[config.mk]
export PLATFORM = sky130hd
export DESIGN_NAME = range_frame_sequencer
export DESIGN_NICKNAME = d
export VERILOG_FILES = /design/src/rtl/range_frame_sequencer_pkg.sv /design/src/rtl/range_frame_sequencer_fifo.sv /design/src/rtl/range_frame_sequencer.sv
export SDC_FILE = /design/constraint.sdc
export NUM_CORES = 1
export LEC_CHECK = 0
export CAP_MARGIN = 20
export CORE_MARGIN = 2
export CORE_UTILIZATION = 45
export CTS_BUF_LIST = sky130_fd_sc_hd__clkbuf_8
export DETAILED_ROUTE_END_ITERATION = 12
export PLACE_DENSITY = 0.59
export SLEW_MARGIN = 20
export SYNTH_ARGS = -nofsm -noshare
export SYNTH_HDL_FRONTEND = slang
export SYNTH_SLANG_ARGS = --single-unit
[constraint.sdc]
create_clock -name clock -period 6.7 [get_ports clock]
set_input_delay 1.005 -clock clock [delete_from_list [all_inputs] [get_ports clock]]
set_output_delay 1.005 -clock clock [all_outputs]
set_load 0.01 [all_outputs]
[src/rtl/range_frame_sequencer_pkg.sv]
// rtl/range_frame_sequencer_pkg.sv - shared state encodings and sizing helpers for the frame sequencer
package range_frame_sequencer_pkg;

  // Replay FSM states
  typedef enum logic [1:0] {
    ST_IDLE       = 2'd0,
    ST_EMIT_FIRST = 2'd1,
    ST_EMIT       = 2'd2,
    ST_GAP        = 2'd3
  } rfseq_state_t;

  // FIFO entry is {last, data}
  function automatic int unsigned entry_width(input int unsigned width);
    return width + 1;
  endfunction

  // Width of a counter that must hold 0..depth inclusive
  function automatic int unsigned count_width(input int unsigned depth);
    return $clog2(depth) + 1;
  endfunction

endpackage

[src/rtl/range_frame_sequencer_fifo.sv]
// rtl/range_frame_sequencer_fifo.sv - synchronous FIFO of {last,data} entries with force-last on newest entry
module rf_sync_fifo
  import range_frame_sequencer_pkg::*;
#(
  parameter int unsigned DW    = 9,
  parameter int unsigned DEPTH = 16
) (
  input  logic                       clock,
  input  logic                       reset,
  input  logic                       push,
  input  logic [DW-1:0]              wdata,
  input  logic                       pop,
  input  logic                       force_last,
  output logic [DW-1:0]              rdata,
  output logic                       full,
  output logic                       empty,
  output logic [count_width(DEPTH)-1:0] count
);

  localparam int unsigned AW = $clog2(DEPTH);
  localparam int unsigned CW = count_width(DEPTH);
  localparam logic [CW-1:0] FULL_COUNT = CW'(DEPTH);

  logic [DW-1:0] r_mem [DEPTH];
  logic [AW-1:0] r_wr_ptr;
  logic [AW-1:0] r_rd_ptr;
  logic [CW-1:0] r_count;

  logic          w_wr;
  logic          w_rd;
  logic [AW-1:0] w_newest_ptr;

  // A push into a full FIFO is only accepted when a pop frees the slot the same cycle
  assign w_wr         = push & (~full | pop);
  assign w_rd         = pop & ~empty;
  assign w_newest_ptr = r_wr_ptr - AW'(1);

  assign full  = (r_count == FULL_COUNT);
  assign empty = (r_count == '0);
  assign count = r_count;
  assign rdata = r_mem[r_rd_ptr];

  // Pointer and occupancy bookkeeping
  always_ff @(posedge clock or posedge reset) begin
    if (reset) begin
      r_wr_ptr <= '0;
      r_rd_ptr <= '0;
      r_count  <= '0;
    end else begin
      if (w_wr) r_wr_ptr <= r_wr_ptr + AW'(1);
      if (w_rd) r_rd_ptr <= r_rd_ptr + AW'(1);
      case ({w_wr, w_rd})
        2'b10:   r_count <= r_count + CW'(1);
        2'b01:   r_count <= r_count - CW'(1);
        default: r_count <= r_count;
      endcase
    end
  end

  // Storage; force_last closes the frame held in the most recently written slot
  always_ff @(posedge clock) begin
    if (w_wr) r_mem[r_wr_ptr] <= wdata;
    if (force_last) r_mem[w_newest_ptr][DW-1] <= 1'b1;
  end

endmodule

[src/rtl/range_frame_sequencer.sv]
// rtl/range_frame_sequencer.sv - buffers whole frames and replays them as go/data/finish; RFSEQ_STATS_EN enables frame_count
module range_frame_sequencer
  import range_frame_sequencer_pkg::*;
#(
  parameter int unsigned WIDTH = 8,
  parameter int unsigned DEPTH = 16
) (
  input  logic             clock,
  input  logic             reset,
  input  logic [WIDTH-1:0] in_data,
  input  logic             in_valid,
  input  logic             in_last,
  output logic             in_ready,
  output logic [WIDTH-1:0] data_in,
  output logic             go,
  output logic             finish,
  output logic             busy,
  output logic             truncated,
  output logic [7:0]       frame_count
);

  localparam int unsigned EW = entry_width(WIDTH);
  localparam int unsigned PW = count_width(DEPTH);
  localparam logic [PW-1:0] FULL_COUNT = PW'(DEPTH);

  rfseq_state_t     r_state;
  rfseq_state_t     w_next_state;

  logic [PW-1:0]    r_pending;
  logic             r_ready_en;
  logic [WIDTH-1:0] r_data;
  logic             r_go;
  logic             r_finish;
  logic             r_truncated;

  logic [EW-1:0]    w_head;
  logic             w_head_last;
  logic [WIDTH-1:0] w_head_data;
  logic             w_full;
  logic             w_empty;
  logic [PW-1:0]    w_count;
  logic             w_push;
  logic             w_pop;
  logic             w_force;
  logic             w_pend_inc;
  logic             w_pend_dec;
  logic             w_load;
  logic             w_go_d;
  logic             w_finish_d;

  assign w_head_last = w_head[EW-1];
  assign w_head_data = w_head[WIDTH-1:0];
  assign in_ready    = r_ready_en & ~w_full;
  assign w_push      = in_valid & in_ready;

  // A full FIFO holding no complete frame can never drain, so close the open frame
  assign w_force    = (w_count == FULL_COUNT) & (r_pending == '0);
  assign w_pend_inc = (w_push & in_last) | w_force;
  assign w_pend_dec = w_pop & w_head_last;

  rf_sync_fifo #(
    .DW    (EW),
    .DEPTH (DEPTH)
  ) u_fifo (
    .clock      (clock),
    .reset      (reset),
    .push       (w_push),
    .wdata      ({in_last, in_data}),
    .pop        (w_pop),
    .force_last (w_force),
    .rdata      (w_head),
    .full       (w_full),
    .empty      (w_empty),
    .count      (w_count)
  );

  // Input side opens one edge after reset is released
  always_ff @(posedge clock or posedge reset) begin
    if (reset) r_ready_en <= 1'b0;
    else       r_ready_en <= 1'b1;
  end

  // Complete frames currently buffered, plus the sticky truncation flag
  always_ff @(posedge clock or posedge reset) begin
    if (reset) begin
      r_pending   <= '0;
      r_truncated <= 1'b0;
    end else begin
      case ({w_pend_inc, w_pend_dec})
        2'b10:   r_pending <= r_pending + PW'(1);
        2'b01:   r_pending <= r_pending - PW'(1);
        default: r_pending <= r_pending;
      endcase
      if (w_force) r_truncated <= 1'b1;
    end
  end

  // FSM state register
  always_ff @(posedge clock or posedge reset) begin
    if (reset) r_state <= ST_IDLE;
    else       r_state <= w_next_state;
  end

  // FSM next-state logic
  always_comb begin
    w_next_state = r_state;
    case (r_state)
      ST_IDLE:       if (r_pending != '0) w_next_state = ST_EMIT_FIRST;
      ST_EMIT_FIRST: w_next_state = ST_EMIT;
      ST_EMIT:       if (w_head_last) w_next_state = ST_GAP;
      ST_GAP:        w_next_state = (r_pending != '0) ? ST_EMIT_FIRST : ST_IDLE;
      default:       w_next_state = ST_IDLE;
    endcase
  end

  // FSM outputs: a 1-sample frame is left in place by EMIT_FIRST so EMIT replays it with finish
  always_comb begin
    w_pop      = 1'b0;
    w_load     = 1'b0;
    w_go_d     = 1'b0;
    w_finish_d = 1'b0;
    case (r_state)
      ST_EMIT_FIRST: begin
        w_load = 1'b1;
        w_go_d = 1'b1;
        w_pop  = ~w_head_last & ~w_empty;
      end
      ST_EMIT: begin
        w_load     = 1'b1;
        w_finish_d = w_head_last;
        w_pop      = ~w_empty;
      end
      default: begin
        w_load = 1'b0;
      end
    endcase
  end

  // Registered stream towards RangeFinder; data holds between frames
  always_ff @(posedge clock or posedge reset) begin
    if (reset) begin
      r_data   <= '0;
      r_go     <= 1'b0;
      r_finish <= 1'b0;
    end else begin
      r_go     <= w_go_d;
      r_finish <= w_finish_d;
      if (w_load) r_data <= w_head_data;
    end
  end

  assign data_in   = r_data;
  assign go        = r_go;
  assign finish    = r_finish;
  assign busy      = (r_state != ST_IDLE);
  assign truncated = r_truncated;

`ifdef RFSEQ_STATS_EN
  logic [7:0] r_frame_count;

  // Count every cycle that presents a frame's final sample
  always_ff @(posedge clock or posedge reset) begin
    if (reset)         r_frame_count <= 8'd0;
    else if (r_finish) r_frame_count <= r_frame_count + 8'd1;
  end

  assign frame_count = r_frame_count;
`else
  assign frame_count = 8'd0;
`endif

endmodule
Yosys cells after proc, flatten, opt, wreduce, memory -nomap -nowiden

Memory sizes are Yosys's and may differ from the RTL's.
Index checks and enable logic that the tools add are counted.

RAM bits: 144
Memories kept: 1
Word-level logic and storage cells: 68
Register bits after elaboration: 32
Output and inout bits: 21
Input bits: 12

Bitwise gates (word level): 13
Add/sub/neg operators: 7
Multiplexer cells: 17
Reductions and logical operators: 10
Equal/unequal tests: 10

Memory list:

| name         | words | width | read ports | clocked after Yosys merged registers in | wr ports | RTL line                         | text |
|---|---|---|---|---|---|---|---|
| u_fifo.r_mem | 16    | 9     | 1          | 0                                       | 1        | range_frame_sequencer_fifo.sv:24 | `logic [DW-1:0] r_mem [DEPTH];` |

Operators by type and width:

| operator              | count |
|---|---|
| $pmux W5 S2           | 2 |
| $add A5 B1 Y5 const B | 2 |
| $logic_not A5 Y1      | 2 |
| $sub A5 B1 Y5 const B | 2 |
| $mux W9               | 1 |
| $reduce_or A9 Y1      | 1 |
| $add A4 B1 Y4 const B | 2 |
| $and A1 B1 Y1         | 8 |
| $eq A2 B2 Y1 const B  | 4 |
| $mux W1               | 8 |
| $pmux W2 S4           | 1 |
| $eq A2 B1 Y1 const B  | 3 |
| $mux W2               | 3 |
| $reduce_bool A2 Y1    | 3 |
| $eq A5 B5 Y1 const B  | 1 |
| $reduce_bool A5 Y1    | 1 |
| $mux W4               | 1 |
| $ne A2 B2 Y1 const B  | 2 |
| $sub A4 B1 Y4 const B | 1 |
| $not A1 Y1            | 3 |
| $logic_not A2 Y1      | 1 |
| $or A1 B1 Y1          | 2 |
| $pmux W1 S2           | 1 |
| $reduce_and A2 Y1     | 1 |
| $reduce_or A2 Y1      | 1 |

Longest topological paths before layout

Word-level depth: 9
Mapped depth: 13

Cells and area by module

A second synthesis with hierarchy kept.

Cell total of the unflattened synthesis: 464
Area total of the unflattened synthesis: 7747.4 µm²

By module, submodules not included:

| module                | area an instance (µm²) | instances | seq. area each (µm²) | cells an instance |
|---|---|---|---|---|
| rf_sync_fifo          | 6710.2                 | 1         | 4489.3               | 374 |
| range_frame_sequencer | 1037.2                 | 1         | 475.5                | 90 |

Worst setup path after synthesis

No wires, ideal clock.

Kind: register -> register
From: register u_fifo.r_rd_ptr[3]
To: register u_fifo.r_count[4], in the netlist u_fifo.count[4]
Period minus slack after synthesis: 3135 ps
Arrival: 3010 ps
Setup slack: 3565 ps
Stages on the path, launching flop included: 13
Library setup time: 125 ps
Cells stage by stage: dfrtp_1 > buf_1 > mux4_2 > mux2_4 > mux2_4 > o21ai_4 > ha_1 > ha_1 > a21o_1 > a21oi_1 > xor2_1 > nor2_1 > xor2_1

Elaborated cells on any way between the ends: 11
Classes of those cells: 2 x eq/ne; 2 x mux; 5 x bitwise; 1 x reduce/logical; 1 x memory

RTL lines:

| item                                                     | RTL line                         | text |
|---|---|---|
| start, declared                                          | range_frame_sequencer_fifo.sv:26 | `logic [AW-1:0] r_rd_ptr;` |
| start signal, assigned                                   | range_frame_sequencer_fifo.sv:51 | `if (w_rd) r_rd_ptr <= r_rd_ptr + AW'(1);` |
| $mem_v2 Z16 W9 (*)                                       | --                               |  |
| $not A1 Y1 (*)                                           | range_frame_sequencer.sv:126     | `w_pop = ~w_head_last & ~w_empty;` |
| $and A1 B1 Y1 (*)                                        | range_frame_sequencer.sv:126     |  |
| $pmux W1 S2 (*)                                          | range_frame_sequencer.sv:122     | `case (r_state)` |
| $and A1 B1 Y1 (*)                                        | range_frame_sequencer_fifo.sv:35 | `assign w_rd = pop & ~empty;` |
| net u_fifo.w_rd                                          | range_frame_sequencer_fifo.sv:30 | `logic w_rd;` |
| $eq A2 B1 Y1 / $eq A2 B2 Y1 (equally long branches)      | range_frame_sequencer_fifo.sv:52 | `case ({w_wr, w_rd})` |
| $pmux W5 S2 / $reduce_bool A2 Y1 (equally long branches) | --                               |  |
| end signal, assigned                                     | range_frame_sequencer_fifo.sv:53 | `2'b10: r_count <= r_count + CW'(1);` |
| end signal, assigned                                     | range_frame_sequencer_fifo.sv:54 | `2'b01: r_count <= r_count - CW'(1);` |
| end signal, assigned                                     | range_frame_sequencer_fifo.sv:55 | `default: r_count <= r_count;` |
| end, declared                                            | range_frame_sequencer_fifo.sv:27 | `logic [CW-1:0] r_count;` |

The timed path passes the listed nets; every way through them passes the cells marked *.
A chain may end at the register's enable or synchronous reset.

Worst setup path after layout

From: register u_fifo.r_rd_ptr[1]
To: register u_fifo.r_count[4], in the netlist u_fifo.count[4]

Same word-level chain as after synthesis.

==> run_results.csv <==
group,metric,value,unit
place,dp.cells,692,
status,status,"completed",
timing,holdWs,0.479,ns
hold_path,hp-class,"flip-flop to flip-flop",
clock_network,hold_buffers,0,
grt,grt_pass1_wl,22900,um
finish,area.growth.synth_to_final,10.7,%
route,wl_per_cell,20.4,um
floorplanning,start_util,0.459,
place,port_buffers,24,
pwr,peakVddDrop,0.000152,V
grt,grt_pass1_vias,4068,
yosys,synth_edf_count,144,
floorplanning,die_w,134,um
finish,antenna_cells,0,
critical_path,endpoint_kind,"flip-flop",
clock_network,cts_setup_buffers,0,
critical_path,slowest_delay,1.03,ns
yosys,yosys-top-cells-count,"144 x edfxtp_1, 39 x nor2_1, 35 x mux4_2, 32 x dfrtp_1, 22 x inv_1",
route,drc,0,
yosys,synth_area,7610,um2
clock_network,numCtsBuffers,17,
critical_path,worst_setup_path_start_kind,"flip-flop",
floorplanning,ios,33,
timing,clock_skew,0.0162,ns
yosys,yosys.cell_count.top_type,"edfxtp_1",
timing,max_slew_margin,0.314,
place,hpwl,9520,um
critical_path,path_cells,"buf_4, mux4_2, mux2_4, mux2_4, o21ai_4, ha_1, ha_1, a21o_1, a21oi_1, xor2_1, nor2_1, xor2_1",
clock_network,htreeDepth,4,
route,antenna_left,0,
route,drtIter0Drc,292,
yosys,synth_ff_type,"edfxtp_1",
yosys,ys_top_cells_by_area,"edfxtp_1 57%, dfrtp_1 11%, mux4_2 10%, mux2_2 2.7%, ha_1 2.5%",
finish,nNetsFinal,520,
finish,drive_gt1_frac,0.207,
timing,finalHoldViolCount,0,
grt,grt_antenna_before_repair,0,
floorplanning,die-area,18000,um2
critical_path,critPathBufInv,1,
yosys,ys_ff_latch,176,
job,maxCapViolations,0,
clock_network,clock_path_buffers,2,
timing,final.setup.tns,0,ns
clock_network,root_buffer,"clkbuf_8",
grt,grt.overflow.total,0,
critical_path,critPathArrivalTime,4.64,ns
yosys,avgSynthCellArea,16.5,um2
grt,gr-usage-all-layers,0.174,
pwr,power_density,410,nW/um2
critical_path,slowest_stage,"dfrtp_1",
yosys,synth_cell_types,52,
timing,maxSlewViolCount,0,
timing,min_period_over_period,0.643,
timing,setup_viol,0,
clock_network,cts.sinks,176,
floorplanning,rows,47,
yosys,yosys_warnings,0,
yosys,synth_top_area_cell,"edfxtp_1",
yosys,synthCells,462,
clock_network,clk_latency,0.45,ns
clock_network,cts_resized,0,
timing,tightestPinTransition,1.03,ns
yosys,synth_top_area_frac,0.568,
timing,rsz0062_at_grt,"no",
floorplanning,core_area,16600,um2
route,wl,14800,um
timing,fin_crit,4.31,ns
yosys,seq_area_frac_synth,0.673,
finish,final_cells,723,
critical_path,critPathTopFamily,"multiplexers",
grt,grt_max_degree,38,
critical_path,path_max_fanout,22,
yosys,async_reset_ff_frac,0.182,
pwr,p_leak,2.92,nW
critical_path,critPathRequiredTime,7.03,ns
route,viasPerCell,5.49,
place,gp_congestion,0.729,
route,num_vias,3969,
clock_network,cts_tree,"built",
floorplanning,dieHeight,134,um
clock_network,clkTransAtPathRegs,0.08,ns
critical_path,path_class,"flip-flop to flip-flop",
route,first_pass_iters,4,
timing,fmax,232,MHz
## area by class of cell
type | count | area, um2
multi-input combinational | 242 | 2290
timing repair buffer | 32 | 300
sequential | 176 | 5130
tap | 220 | 275
clock buffer | 17 | 234
fill | 1385 | 8160
clock inverter | 14 | 116
inverter | 22 | 82.6
## state kept, by name (all words and copies together) (netlist names), 2 cells and up
| register | flops |
|---|---|
| r_state | 2 |
| r_pending | 5 |
| data_in | 8 |
| u_fifo.r_mem | 144 |
| u_fifo.count | 5 |
| u_fifo.r_wr_ptr | 4 |
| u_fifo.r_rd_ptr | 4 |
## logic make-up after synthesis
group	synth area share
compound gates	0.0511
simple gates	0.0534
other cells	0.000986
xor+xnor	0.0161
mux	0.144
buf+inv	0.0312
fa+ha+maj	0.0299
flops	0.673
## layout by cell type, fill, tap and decap left out, drive strengths merged, types with 6 or more instances in the layout
cell,Yosys,final
edfxtp,144,144
nor2,39,39
mux4,36,36
dfrtp,32,32
inv,22,27
clkdlybuf4s50,0,24
o21ai,22,22
mux2,22,22
clkbuf,13,17
ha,15,15
nand2,12,12
a22oi,12,12
nor2b,11,11
a21oi,10,10
conb,2,9
buf,16,8
xnor2,7,7
xor2,7,7
nand3,6,6
clkinv,0,6
## metal layers
layer / track usage / share of wire / vias to the layer above
met5: 0 / 0 / -
met4: 0.0602 / 0.012 / 0
met3: 0.0314 / 0.057 / 15
met2: 0.287 / 0.50 / 101
met1: 0.235 / 0.43 / 2052
li1: - / - / 1801
## through the flow
stage | setup slack, ns | util | total power [W] | instance area, um2
2_1_floorplan | 3.56 | - | 0.00245 | 7640
3_3_place_gp | 2.46 | 0.487 | 0.00279 | 8070
3_5_place_dp | 2.40 | 0.487 | 0.00283 | 8070
4_1_cts | 2.38 | 0.508 | 0.00349 | 8420
5_1_grt | 2.17 | 0.508 | 0.00367 | 8430
6_report | 2.39 | 0.508 | 0.00346 | 8430
## power by group
part | internal, W | switching [W] | total [W]
clock network | 0.000291 | 0.000377 | 0.000668
logic | 0.000629 | 0.000672 | 0.00130
registers | 0.00134 | 0.000151 | 0.00149
total | 0.00226 | 0.00120 | 0.00346
## worst paths after layout
path	from	endpoint	slack, ns	cells past startpoint
min in group asynchronous	reset	u_fifo.r_wr_ptr[2]	0.93	3
max in group asynchronous	reset	u_fifo.r_rd_ptr[0]	5.44	3
hold reg to reg	r_pending[4]	r_pending[4]	0.48	1
hold / removal	r_pending[4]	r_pending[4]	0.48	1
setup reg to reg	u_fifo.r_rd_ptr[1]	u_fifo.count[4]	2.39	12
setup / recovery	u_fifo.r_rd_ptr[1]	u_fifo.count[4]	2.39	12
Power figures use the tool's default switching activity.
